### src/rtl/fifo_word_packer.sv
// fifo_word_packer: drains an 8-bit FIFO and packs bytes little-endian into words; define PACKER_FLUSH_EN to flush idle partial words
module fifo_word_packer #(
  parameter int BYTES_PER_WORD = 4,
  parameter int FLUSH_TIMEOUT  = 64
) (
  input  logic                          clk,
  input  logic                          rst_n,
  input  logic                          fifo_empty,
  input  logic [7:0]                    fifo_data,
  output logic                          fifo_rd_en,
  output logic [8*BYTES_PER_WORD-1:0]   m_data,
  output logic [BYTES_PER_WORD-1:0]     m_keep,
  output logic                          m_valid,
  input  logic                          m_ready,
  output logic                          busy
);
  localparam int N  = BYTES_PER_WORD;
  localparam int CW = $clog2(N + 1);
  localparam logic [CW-1:0] C_LAST = CW'(N - 1);
  localparam logic [CW:0]   C_N    = (CW + 1)'(N);
  typedef enum logic {FILL, HOLD} state_t;
  state_t r_state, w_state_nxt;
  logic [8*N-1:0] r_pack, r_m_data;
  logic [CW-1:0]  r_cnt;
  logic           r_pend, r_m_valid, w_load, w_flush;
  if (N < 2 || N > 8) $error("BYTES_PER_WORD must be 2..8");
  if (FLUSH_TIMEOUT < 2 || FLUSH_TIMEOUT > 255) $error("FLUSH_TIMEOUT must be 2..255");
  assign fifo_rd_en = rst_n && !fifo_empty && r_state == FILL && ({1'b0, r_cnt} + {{CW{1'b0}}, r_pend}) < C_N;
  assign busy       = r_cnt != '0 || r_pend || r_m_valid;
  assign m_data     = r_m_data;
  assign m_valid    = r_m_valid;
`ifdef PACKER_FLUSH_EN
  logic [7:0]   r_idle;
  logic [N-1:0] r_m_keep, w_keep;
  logic         w_idle_inc;
  assign w_idle_inc = r_state == FILL && r_cnt != '0 && !r_pend && !fifo_rd_en;
  assign w_flush    = w_idle_inc && r_idle == 8'(FLUSH_TIMEOUT - 1);
  assign m_keep     = r_m_keep;
  // keep mask covers only the lanes captured so far
  always_comb begin
    w_keep = '0;
    for (int i = 0; i < N; i++) w_keep[i] = CW'(i) < r_cnt;
  end
  // idle counter: stalled cycles of a partial word, cleared by reads, empty pack or HOLD
  always_ff @(posedge clk or negedge rst_n)
    if (!rst_n) r_idle <= '0;
    else r_idle <= (fifo_rd_en || r_cnt == '0 || w_state_nxt == HOLD) ? '0 : w_idle_inc ? r_idle + 8'd1 : r_idle;
  // keep mask travels with the word into the output register
  always_ff @(posedge clk or negedge rst_n)
    if (!rst_n) r_m_keep <= '0;
    else if (w_load) r_m_keep <= w_keep;
`else
  assign w_flush = 1'b0;
  assign m_keep  = '1;
`endif
  // next state: fill until a word completes (or flushes), hold until the output register frees
  always_comb begin
    w_load      = r_state == HOLD && (!r_m_valid || m_ready);
    w_state_nxt = r_state;
    if (r_state == FILL && ((r_pend && r_cnt == C_LAST) || w_flush)) w_state_nxt = HOLD;
    if (w_load) w_state_nxt = FILL;
  end
  // state register
  always_ff @(posedge clk or negedge rst_n)
    if (!rst_n) r_state <= FILL;
    else r_state <= w_state_nxt;
  // pending read tracking and byte capture into the pack register
  always_ff @(posedge clk or negedge rst_n)
    if (!rst_n) begin
      r_pend <= 1'b0;
      r_cnt  <= '0;
      r_pack <= '0;
    end else begin
      r_pend <= fifo_rd_en;
      if (w_load) begin
        r_cnt  <= '0;
        r_pack <= '0;
      end else if (r_pend) begin
        for (int i = 0; i < N; i++) if (r_cnt == CW'(i)) r_pack[8*i +: 8] <= fifo_data;
        r_cnt <= r_cnt + 1'b1;
      end
    end
  // output register: load on HOLD exit, otherwise drop valid once accepted
  always_ff @(posedge clk or negedge rst_n)
    if (!rst_n) begin
      r_m_data  <= '0;
      r_m_valid <= 1'b0;
    end else if (w_load) begin
      r_m_data  <= r_pack;
      r_m_valid <= 1'b1;
    end else if (r_m_valid && m_ready) r_m_valid <= 1'b0;
endmodule

### config.mk
export PLATFORM = sky130hd
export DESIGN_NAME = fifo_word_packer
export DESIGN_NICKNAME = d
export VERILOG_FILES = /design/src/rtl/fifo_word_packer.sv
export SDC_FILE = /design/constraint.sdc
export NUM_CORES = 1
export LEC_CHECK = 0
export ABC_CLOCK_PERIOD_IN_PS = 4340
export BUFFER_PORTS_ARGS = -buffer_cell sky130_fd_sc_hd__buf_2
export CORE_MARGIN = 2
export CORE_UTILIZATION = 50
export DETAILED_ROUTE_END_ITERATION = 8
export GPL_TIMING_DRIVEN = 0
export PLACE_DENSITY = 0.73
export SETUP_SLACK_MARGIN = 0.3
export SLEW_MARGIN = 20
export SYNTH_ARGS = -nofsm -noshare
export SYNTH_HDL_FRONTEND = slang
export SYNTH_SLANG_ARGS = --single-unit
export TNS_END_PERCENT = 100
### constraint.sdc
create_clock -name clk -period 4.34 [get_ports clk]
set_input_delay 0.651 -clock clk [delete_from_list [all_inputs] [get_ports clk]]
set_output_delay 0.651 -clock clk [all_outputs]
set_load 0.01 [all_outputs]
### After elaboration in Yosys (flattened, before gate mapping)

Index checks and enable logic that the tools add are counted.

| storage, ports and cells | value |
|---|---|
| ROM bits | 0 |
| flip-flop bits (word level) | 70 |
| input port bits | 12 |
| memories kept | 0 |
| memory bits (writable) | 0 |
| bits in latches | 0 |
| word-level logic and storage cells | 53 |

| operators by class | value |
|---|---|
| shifts and indexed selects | 0 |
| reductions and logical operators | 25 |
| $mul | 0 |
| bitwise gates (word level) | 1 |
| add/subtract/negate cells | 2 |
| $lt $le $gt $ge | 1 |
| equal/unequal tests | 3 |
| div/mod/pow operators | 0 |
| mux-type cells | 12 |

Operators with widths:

| kind | count |
|---|---|
| $mux 32 | 2 |
| $mux 8 | 4 |
| $reduce_bool 2->1 | 7 |
| $reduce_and 2->1 | 4 |
| $logic_and 1x1->1 | 7 |
| $eq 3x2->1 const B | 2 |
| $mux 3 | 2 |
| $add 3x1->4 | 1 |
| $lt 4x3->1 const B | 1 |
| $mux 1 | 4 |
| $add 3x1->3 const B | 1 |
| $eq 3x1->1 const B | 1 |
| $logic_not 3->1 | 1 |
| $logic_or 1x1->1 | 3 |
| $reduce_bool 3->1 | 1 |
| $logic_not 1->1 | 2 |
| $not 1->1 | 1 |

### Depth between registers and ports, before layout

Gate-level depths: netlist (run 1).

| depth | value |
|---|---|
| word-level depth | 5 |
| gate-level depth with buffers | 6 |
| gate-level depth less buffers | 5 |

### Worst setup path before layout (run 1)

OpenSTA, ideal clock, no wires.

| timing path | value |
|---|---|
| path kind | flip-flop to output port |
| start point | reg r_cnt[0] |
| end point | out busy |
| data arrival time | 1.264 ns |
| stages on the path, launching flop included | 4 |
| required time | 3.689 ns |
| path slack | 2.425 ns |
| cells stage by stage | dfrtp_1 inv_1 ha_1 or4b_2 |

| on the way | value |
|---|---|
| word-level cells in the longest chain between the ends | 3 |

Ends and longest elaborated chain:

| element | line | source |
|---|---|---|
| start: declaration | 24 | `logic [CW-1:0] r_cnt;` |
| start signal: assignment | 80 | `r_cnt <= r_cnt + 1'b1;` |
| $reduce_bool 3->1 | 29 | `assign busy = r_cnt != '0 \|\| r_pend \|\| r_m_valid;` |
| $logic_or 1x1->1 (2 in series) | 29 |  |
| end: declaration | 15 | `output logic busy` |

No other way between the ends.

### Final worst setup path (run 1)

Same ends and word-level chain as after synthesis.

==> flow_metrics.py, run 1 <==
metrics = {
    "status": {
        "status": "finished clean",
    },
    "route": {
        "dr.pass1.iters": 4,
        "ant_nets": 0,
        "drc": 0,
        "drt_iter0_markers": 118,
        "route.detailed.wl_per_inst_um": 14.7,
        "routed_wl_um": 5260,
        "viasPerCell": 5.03,
        "via_count": 1796,
    },
    "timing": {
        "finalCritPeriodShare_pct": 56.7,
        "fmax_ghz": 0.407,
        "finalMaxSlewViolations": 0,
        "setup_viol": 0,
        "rsz0062_at_grt": "no",
        "skew_ns": 0.00395,
        "fin_crit_ns": 2.46,
        "setup-tns-final_ns": 0,
        "fin_ws_ns": 1.88,
        "finalHoldViolations": 0,
    },
    "floorplanning": {
        "fp-row-count": 27,
        "io_pins": 51,
        "die_h_um": 80.2,
        "initial_core_util_pct": 52.3,
        "die_area_sq_mm": 0.00643,
        "die_w_um": 80.2,
        "core_area_sq_mm": 0.00554,
    },
    "logic_synthesis": {
        "synth_seq_cells": 70,
        "synth_top_area_cell": "dfrtp_1",
        "synth_cell_types": 26,
        "netlist_instances": 220,
        "ys_seq_area_share_pct": 60.4,
        "synth_edf_count": 0,
        "synth_area_leaders": "dfrtp_1, mux2_2, mux2i_1",
        "ys.flop_type": "dfrtp_1",
        "synthesis.area_sq_mm": 0.00290,
        "synthArstFlopShare_pct": 100,
        "yosysWarnings": 0,
        "yosysTopAreaCellShare_pct": 60.4,
        "synth_area_per_cell_sq_um": 13.2,
    },
    "global_route": {
        "grt_max_degree": 43,
        "grt_antenna_before_repair": 0,
        "grt-ovfl-total": 0,
        "grt_pass1_vias": 1738,
        "grt_pass1_wl_um": 8710,
        "grt.total_usage_pct": 18.5,
    },
    "critical_path": {
        "rr_worst_depth": 6,
        "cp-end-kind": "output port",
        "cp_data_arrival_time_ns": 1.81,
        "crit_start": "r_cnt[0]",
        "reg2reg_from": "r_cnt[0]",
        "crit_path_max_fanout": 5,
        "start_kind": "register",
        "ff2ff_setup_slack_ns": 2.68,
        "required_ns": 3.69,
        "critical_path_class": "register to output port",
        "reg2reg_to": "r_pack[26]",
    },
    "clocking": {
        "post_cts_resized": 0,
        "cts.sinks": 70,
        "clkTransAtPathRegs_ns": 0.07,
        "cts_root_buffer": "clkbuf_8",
        "postCtsSetupBuffers": 0,
        "htree_num_levels": 3,
        "clockBufferDepth": 2,
        "cts_hold_buf": 0,
        "numCtsBuffers": 9,
        "clock_latency_ns": 0.34,
        "cts_tree": "done",
    },
    "power": {
        "p_per_area_mw_per_mm2": 670,
        "p_leak_nw": 1.97,
        "peakVddDrop_uv": 363,
    },
    "cells_and_area": {
        "diodes": 0,
        "drive_above_1_share_pct": 38.6,
        "area_delta_synth_final_pct": 18.0,
        "fin_nets": 298,
    },
    "place": {
        "hpwl_um": 3670,
        "io_buffer_count": 46,
        "dp_slack_ns": 2.11,
        "place.gp.congestion": 0.753,
    },
    "worst_hold_path": {
        "min_path_type": "primary input to asynchronous set/reset pin",
    },
    "run": {
        "drv_cap": 0,
    },
}
[cells in the mapped netlist, types with 3 or more instances]
master	n
dfrtp_1	70
mux2_2	31
nor2_1	29
mux2i_1	25
a21oi_1	9
nand2_1	9
nand3_1	9
buf_4	6
ha_1	5
buf_2	4
buf_6	4
inv_1	3
nand3b_1	3
[critical path, cell delays in order, from the launching register on]
cell     delay (ns)
dfrtp_1        0.43
inv_1          0.11
ha_1           0.17
or4b_2         0.60
buf_2          0.16
[stage by stage]
| stage | hold slack [ns] | total power [mW] | area, sq um | util [%] | instances |
|---|---|---|---|---|---|
| 3_3_place_gp | 0.484 | 1.83 | 3230 | 58.3 | 341 |
| 6_report | 0.231 | 2.29 | 3420 | 61.8 | 357 |
| 5_1_grt | 0.252 | 2.45 | 3420 | 61.8 | 357 |
| 2_1_floorplan | 0.355 | 1.58 | 2910 | - | 223 |
| 3_5_place_dp | 0.489 | 1.86 | 3250 | 58.7 | 342 |
| 4_1_cts | 0.234 | 2.32 | 3420 | 61.8 | 357 |
[how the worst max path moves through the flow]
stage	to	slack (ns)	depth (start not counted)
global placement	fifo_rd_en	1.27	4
finish	busy	1.88	4
global route	busy	1.80	4
detailed placement	fifo_rd_en	2.11	4
CTS	busy	1.87	4
floorplan	busy	2.43	3
[registers in the layout, summed over array words and instances (netlist names)]
register and cells:
m_data 32, m_valid 1, r_cnt 3, r_pack 32, r_pend 1, r_state 1
[layout make-up]
class,instances,area [sq um]
Sequential cell,70,1750
Multi-Input combinational cell,133,1020
Inverter,3,11.3
Tap cell,72,90.1
Buffer,17,133
Fill cell,473,2120
Clock buffer,14,163
Clock inverter,1,5.00
Timing Repair Buffer,47,253
[where the power goes]
group | internal [mW] | switching (mW)
Sequential | 0.903 | 0.137
Clock | 0.235 | 0.224
Combinational | 0.402 | 0.393
[cells by family after synthesis]
logic type / synth area share [%]
DFF: 60.4
muxes: 21.2
and+or+nand+nor: 8.84
buffers and inverters: 4.96
AOI/OAI and AO/OA: 2.03
adders and majority gates: 2.16
other: 0.129
xor gates and xnor gates: 0.302
[layout by cell type, fill, tap and decap left out, drive strengths merged, types with 3 or more instances in the layout]
master / count
clkbuf: 15
nand3: 9
nor2: 29
nand3b: 3
nand2: 10
buf: 63
ha: 5
dfrtp: 70
mux2i: 25
inv: 3
conb: 4
a21oi: 9
mux2: 32
[routing by layer]
metal / track usage (%) / share of wire [%]
met1: 25.6 / 47
met2: 27.1 / 47
met3: 3.82 / 3.9
met4: 10.7 / 2.2
met5: 0 / 0
Note: power is estimated with default switching activity, not from simulation.
==> inputs of run 2 (changes only) <==
- ABC_CLOCK_PERIOD_IN_PS: 4340 -> 2000
- PLACE_DENSITY: 0.73 -> 0.75
- clock period: 4.34 -> 2 ns (I/O delays scaled with it)
==> run 2 against run 1 <==
Effect of this change: design area is 6.5% higher; routed wire length increased by 6.5%; die area is the same; critical endpoint unchanged; largest cell class unchanged.
==> flow_metrics.py, run 2 (synthesized netlist as in run 1, its figures left out) <==
metrics = {
    "timing": {
        "fmax_ghz": 0.536,
        "skew_ns": 0.00828,
        "hold_ws_ns": 0.239,
        "setup_viol": 0,
        "finalHoldViolations": 0,
        "fin_ws_ns": 0.135,
        "finalCritPeriodShare_pct": 93.3,
        "fin_crit_ns": 1.87,
        "finalMaxSlewViolations": 0,
        "rsz0062_at_grt": "yes",
    },
    "clocking": {
        "cts.sinks": 70,
        "clock_latency_ns": 0.34,
        "cts_tree": "done",
        "htree_num_levels": 3,
        "cts_root_buffer": "clkbuf_8",
        "clkTransAtPathRegs_ns": 0.07,
        "numCtsBuffers": 9,
        "clockBufferDepth": 2,
    },
    "cells_and_area": {
        "area_delta_synth_final_pct": 25.7,
        "drive_above_1_share_pct": 43.8,
        "diodes": 0,
        "mostFrequentLayoutCells": "dfrtp_1, buf_2, mux2_2",
        "utilization_pct": 65.8,
        "fin_nets": 311,
        "final_common_cell": "dfrtp_1",
    },
    "global_route": {
        "use_met3_pct": 5.39,
        "grt_max_degree": 43,
        "grt.total_usage_pct": 19.4,
        "use_met1_pct": 25.2,
        "grt_antenna_before_repair": 0,
        "grt_pass1_vias": 1797,
        "grt-ovfl-total": 0,
        "use_met2_pct": 30.3,
        "busiest_layer": "met2",
        "grt_pass1_wl_um": 8980,
    },
    "power": {
        "p_per_area_mw_per_mm2": 1500,
        "p_leak_nw": 2.08,
        "finalPower_mw": 5.45,
        "peakVddDrop_uv": 924,
    },
    "run": {
        "drv_cap": 0,
    },
    "floorplanning": {
        "core_area_sq_mm": 0.00554,
        "die_w_um": 80.2,
        "die_area_sq_mm": 0.00643,
        "die_h_um": 80.2,
        "io_pins": 51,
        "initial_core_util_pct": 52.3,
        "fp-row-count": 27,
    },
    "route": {
        "routed_wl_um": 5590,
        "drt_iter0_markers": 75,
        "via_count": 1851,
        "drc": 0,
        "viasPerCell": 4.99,
        "route.detailed.wl_per_inst_um": 15.1,
        "ant_nets": 0,
        "dr.pass1.iters": 4,
    },
    "place": {
        "hpwl_um": 3790,
        "place.gp.congestion": 0.757,
        "dp_slack_ns": 0.237,
        "io_buffer_count": 46,
    },
    "worst_hold_path": {
        "hold_depth": 3,
        "min_path_type": "primary input to register",
        "hold_path_startpoint": "fifo_data[0]",
        "holdPathEnd": "r_pack[24]",
    },
    "critical_path": {
        "required_ns": 1.70,
        "cp-end-kind": "output port",
        "cp_data_arrival_time_ns": 1.57,
        "rr_worst_depth": 8,
        "crit_path_max_fanout": 2,
        "ff2ff_setup_slack_ns": 0.37,
        "reg2reg_from": "r_cnt[0]",
        "reg2reg_to": "r_pack[21]",
        "critical_path_class": "register to output port",
        "start_kind": "register",
    },
    "status": {
        "status": "finished clean",
    },
}
run 2: cell count changes in the layout (fill, tap and decap cells not counted), sizes merged:
cell	delta
buf	+13
bufinv	+2
clkbuf	-2
clkinv	-1
clkinvlp	+1
dlygate4sd3	+1
run 2: per-layer routing:
layer / vias up / share of wire, %
met2: 42 / 49
met3: 10 / 4.5
met1: 920 / 45
met5: - / 0
met4: 0 / 1.9
li1: 879 / -
run 2: layout make-up:
class	count	area [sq um]
fillers	436	1900
clock buffers	13	149
clock inverters	3	67.6
plain buffers	17	148
inverters	3	11.3
flip-flops and latches	70	1750
multi-input cells	133	1050
repair buffers	60	372
well taps	72	90.1
run 2: metrics by stage:
| step | cell area [sq um] | TNS (ns) | std cells |
|---|---|---|---|
| after floorplan | 2910 | 0 | 223 |
| after global placement | 3230 | -0.351 | 341 |
| after detailed placement | 3250 | 0 | 342 |
| after CTS | 3580 | 0 | 363 |
| after global routing | 3640 | 0 | 371 |
| final | 3640 | 0 | 371 |
run 2: where the power goes:
group / leakage, nW / switching [mW] / total (mW) / internal (mW)
registers: 0.946 / 0.283 / 2.24 / 1.96
clock network: 0.104 / 0.498 / 1.24 / 0.738
logic: 1.03 / 0.950 / 1.97 / 1.02
run 2: worst max-delay path: stages (launching register included):
cell     delay, ns
dfrtp_2       0.42
inv_2         0.08
ha_4          0.13
or4b_4        0.46
buf_6         0.14
run 2: worst max-delay path by stage:
stage	startpoint	endpoint	slack [ns]
6_report	r_cnt[0]	busy	0.13
5_1_grt	r_cnt[0]	busy	0.09
4_1_cts	r_cnt[0]	busy	0.13
3_5_place_dp	r_cnt[0]	busy	0.24
3_3_place_gp	rst_n	fifo_rd_en	-0.35
2_1_floorplan	r_cnt[0]	busy	0.44
run 2: repair_timing:
item                       CTS  global route
hold buffers                 2             0
setup buffers                3             8
pin swaps                    1             0
hold endpoints to repair    28             0
setup endpoints to repair    2            10
gates resized for setup     14             5
==> inputs of run 3 (changes only) <==
- ABC_AREA: default -> 1
- ABC_CLOCK_PERIOD_IN_PS: 2000 -> 1950
- PLACE_DENSITY: 0.75 -> 0.72
- clock period: 2 -> 1.95 ns (I/O delays scaled with it)
==> run 3 against run 2 <==
Effect of this change: setup slack better by 0.22 ns; largest power group unchanged; final cell count is 28% higher; design area about the same; die area grew 0.99%; area after synthesis grew 1.0%; flip-flop and latch count unchanged; synthesized cell count increased by 48%; non-clock buffer count is 2 lower; global-route usage is 3.3 points higher; routed wire length increased by 16%; clock skew up 0.0035 ns; count of clock-buffer cells in the layout shrank 2; critical endpoint unchanged.
==> flow_metrics.py, run 3 <==
metrics = {
    "clocking": {
        "clockBufferDepth": 2,
        "clkTransAtPathRegs_ns": 0.07,
        "cts_tree": "done",
        "clock_latency_ns": 0.35,
        "cts.sinks": 70,
        "numCtsBuffers": 9,
        "cts_root_buffer": "clkbuf_8",
        "htree_num_levels": 3,
    },
    "power": {
        "internal_power_mw": 3.55,
        "sequentialPowerShare_pct": 41.7,
        "p_leak_nw": 2.12,
        "p_switching_mw": 2.01,
        "p_clk_share_pct": 24.0,
        "combinationalPowerShare_pct": 34.3,
        "netSwitchingFraction_pct": 36.1,
        "peakVddDrop_uv": 1030,
        "p_per_area_mw_per_mm2": 1520,
    },
    "cells_and_area": {
        "design_area_sq_mm": 0.00365,
        "mostFrequentLayoutCells": "nand2_1, dfrtp_1, nand3_1",
        "regArea_sq_mm": 0.00175,
        "drive_above_1_share_pct": 25.1,
        "final_common_cell": "nand2_1",
        "diodes": 0,
        "nFillCells": 487,
        "multi_input_area_sq_mm": 0.00102,
        "area_delta_synth_final_pct": 24.5,
        "fin_nets": 414,
        "instances_no_fill": 474,
    },
    "floorplanning": {
        "core_area_sq_mm": 0.00557,
        "fp-row-count": 27,
        "io_pins": 51,
        "die_h_um": 80.6,
        "die_area_sq_mm": 0.00649,
        "die_w_um": 80.6,
        "initial_core_util_pct": 52.6,
    },
    "status": {
        "status": "finished clean",
    },
    "critical_path": {
        "ff2ff_setup_slack_ns": 0.43,
        "crit_path_max_fanout": 4,
        "start_kind": "register",
        "rr_worst_depth": 6,
        "reg2reg_to": "r_pack[25]",
        "cp-end-kind": "output port",
        "required_ns": 1.66,
        "critical_path_class": "register to output port",
        "reg2reg_from": "r_cnt[0]",
        "cp_data_arrival_time_ns": 1.30,
    },
    "logic_synthesis": {
        "synth_area_leaders": "dfrtp_1, nand2_1, nand3_1",
        "synth_area_per_cell_sq_um": 8.99,
        "synth_seq_cells": 70,
        "synth_edf_count": 0,
        "synthArstFlopShare_pct": 100,
        "synthesis.area_sq_mm": 0.00293,
        "netlist_instances": 326,
        "yosysMostFrequentCell": "nand2_1",
        "synth_cell_types": 18,
        "ys_seq_area_share_pct": 59.8,
        "synth_top_area_cell": "dfrtp_1",
        "ys.flop_type": "dfrtp_1",
        "yosysTopAreaCellShare_pct": 59.8,
        "yosysWarnings": 0,
        "ys_top_cells_by_count": "nand2_1, dfrtp_1, nand3_1",
    },
    "timing": {
        "setup_viol": 0,
        "setup-tns-final_ns": 0,
        "fin_crit_ns": 1.59,
        "rsz0062_at_grt": "no",
        "finalCritPeriodShare_pct": 81.6,
        "finalHoldViolations": 0,
        "finalMaxSlewViolations": 0,
        "skew_ns": 0.0118,
        "hold_ws_ns": 0.184,
        "fmax_ghz": 0.629,
    },
    "place": {
        "dpl_cell_area_sq_mm": 0.00328,
        "hpwl_um": 4330,
        "dp_cells": 448,
        "place.gp.congestion": 0.804,
        "io_buffer_count": 46,
    },
    "global_route": {
        "grt.total_usage_pct": 22.6,
        "grt_pass1_wl_um": 11000,
        "grt-ovfl-total": 0,
        "grt_pass1_vias": 2271,
        "grt_max_degree": 41,
        "grt_antenna_before_repair": 0,
    },
    "route": {
        "dr.pass1.iters": 4,
        "drc": 0,
        "drt_iter0_markers": 114,
        "via_count": 2344,
        "route.detailed.wl_per_inst_um": 13.7,
        "routed_wl_um": 6480,
        "viasPerCell": 4.95,
        "ant_nets": 0,
    },
    "worst_hold_path": {
        "min_path_type": "primary input to register",
        "holdPathEnd": "r_pend",
        "hold_depth": 3,
        "hold_path_startpoint": "fifo_empty",
    },
    "run": {
        "drv_cap": 0,
    },
}
-- run 3: cell types whose count changed after synthesis, sizes merged, moves of 2 or more --
| cell | previous run | this run |
|---|---|---|
| nor2 | 29 | 6 |
| nand3b | 3 | 1 |
| inv | 3 | 11 |
| nand2 | 10 | 141 |
| buf | 16 | 18 |
| mux2i | 25 | 0 |
| a21oi | 9 | 1 |
| o21ai | 0 | 3 |
| mux2 | 32 | 0 |
| nand3 | 9 | 68 |
-- run 3: worst max-delay path by stage --
stage	cells after the start	end	slack, ns	start
6_report	4	busy	0.36	r_cnt[0]
5_1_grt	5	fifo_rd_en	0.31	r_pend
4_1_cts	4	busy	0.33	r_cnt[0]
3_5_place_dp	5	fifo_rd_en	0.27	rst_n
3_3_place_gp	4	fifo_rd_en	-0.31	rst_n
2_1_floorplan	6	r_pack[24]	0.67	r_cnt[0]
-- run 3: layout make-up --
type / instances / area share, %
clock inverters: 5 / 2.23
clock buffers: 11 / 4.15
flip-flops and latches: 70 / 48.0
well taps: 72 / 2.47
repair buffers: 57 / 10.3
plain buffers: 18 / 3.50
multi-input cells: 229 / 28.0
inverters: 12 / 1.34
-- run 3: per-layer routing --
layer	vias to the layer above	share of wire [%]	GRT usage (%)
li1	1176	-	-
met1	1100	47	30.2
met2	55	46	34.3
met3	13	4.3	6.97
met4	0	2.5	9.32
met5	-	0	0
-- run 3: critical path, stage by stage, from the launching register on --
cell	delay, ns
dfrtp_1	0.44
inv_2	0.10
ha_2	0.19
nand3_1	0.07
buf_2	0.14
-- run 3: power by group through the flow --
stage / sequential (mW) / combinational (mW) / clock [mW]
floorplan: 2.40 / 1.10 / 0
global placement: 2.30 / 1.77 / 0
detailed placement: 2.32 / 1.82 / 0
CTS: 2.30 / 1.85 / 1.36
global route: 2.38 / 2.18 / 1.43
finish: 2.32 / 1.91 / 1.34
-- run 3: kinds of logic (layout without fill, tap and decap cells) --
logic type	after synthesis	count (layout)	share of synthesized area, %
other	1	4	0.128
adder cells (fa/ha/maj)	5	5	2.13
buffers and inverters	30	103	5.89
AO/OA/AOI/OAI	4	4	0.683
AND/OR/NAND/NOR	216	216	31.4
flip-flops	70	70	59.8
-- run 3: through the flow --
stage / power [mW] / setup WS (ns) / utilization [%]
6_report: 5.56 / 0.360 / 65.4
5_1_grt: 5.99 / 0.306 / 65.4
4_1_cts: 5.52 / 0.327 / 64.6
3_5_place_dp: 4.14 / 0.275 / 58.9
3_3_place_gp: 4.07 / -0.308 / 58.5
2_1_floorplan: 3.50 / 0.674 / -
-- run 3: timing repair --
| action | in CTS | in global routing |
|---|---|---|
| pin swaps | 0 | 1 |
| buffers inserted | 0 | 5 |
| endpoints found under the setup margin | 1 | 2 |
| gates resized for setup | 1 | 6 |
| hold endpoints to repair | 30 | 0 |
| hold buffers | 5 | 0 |
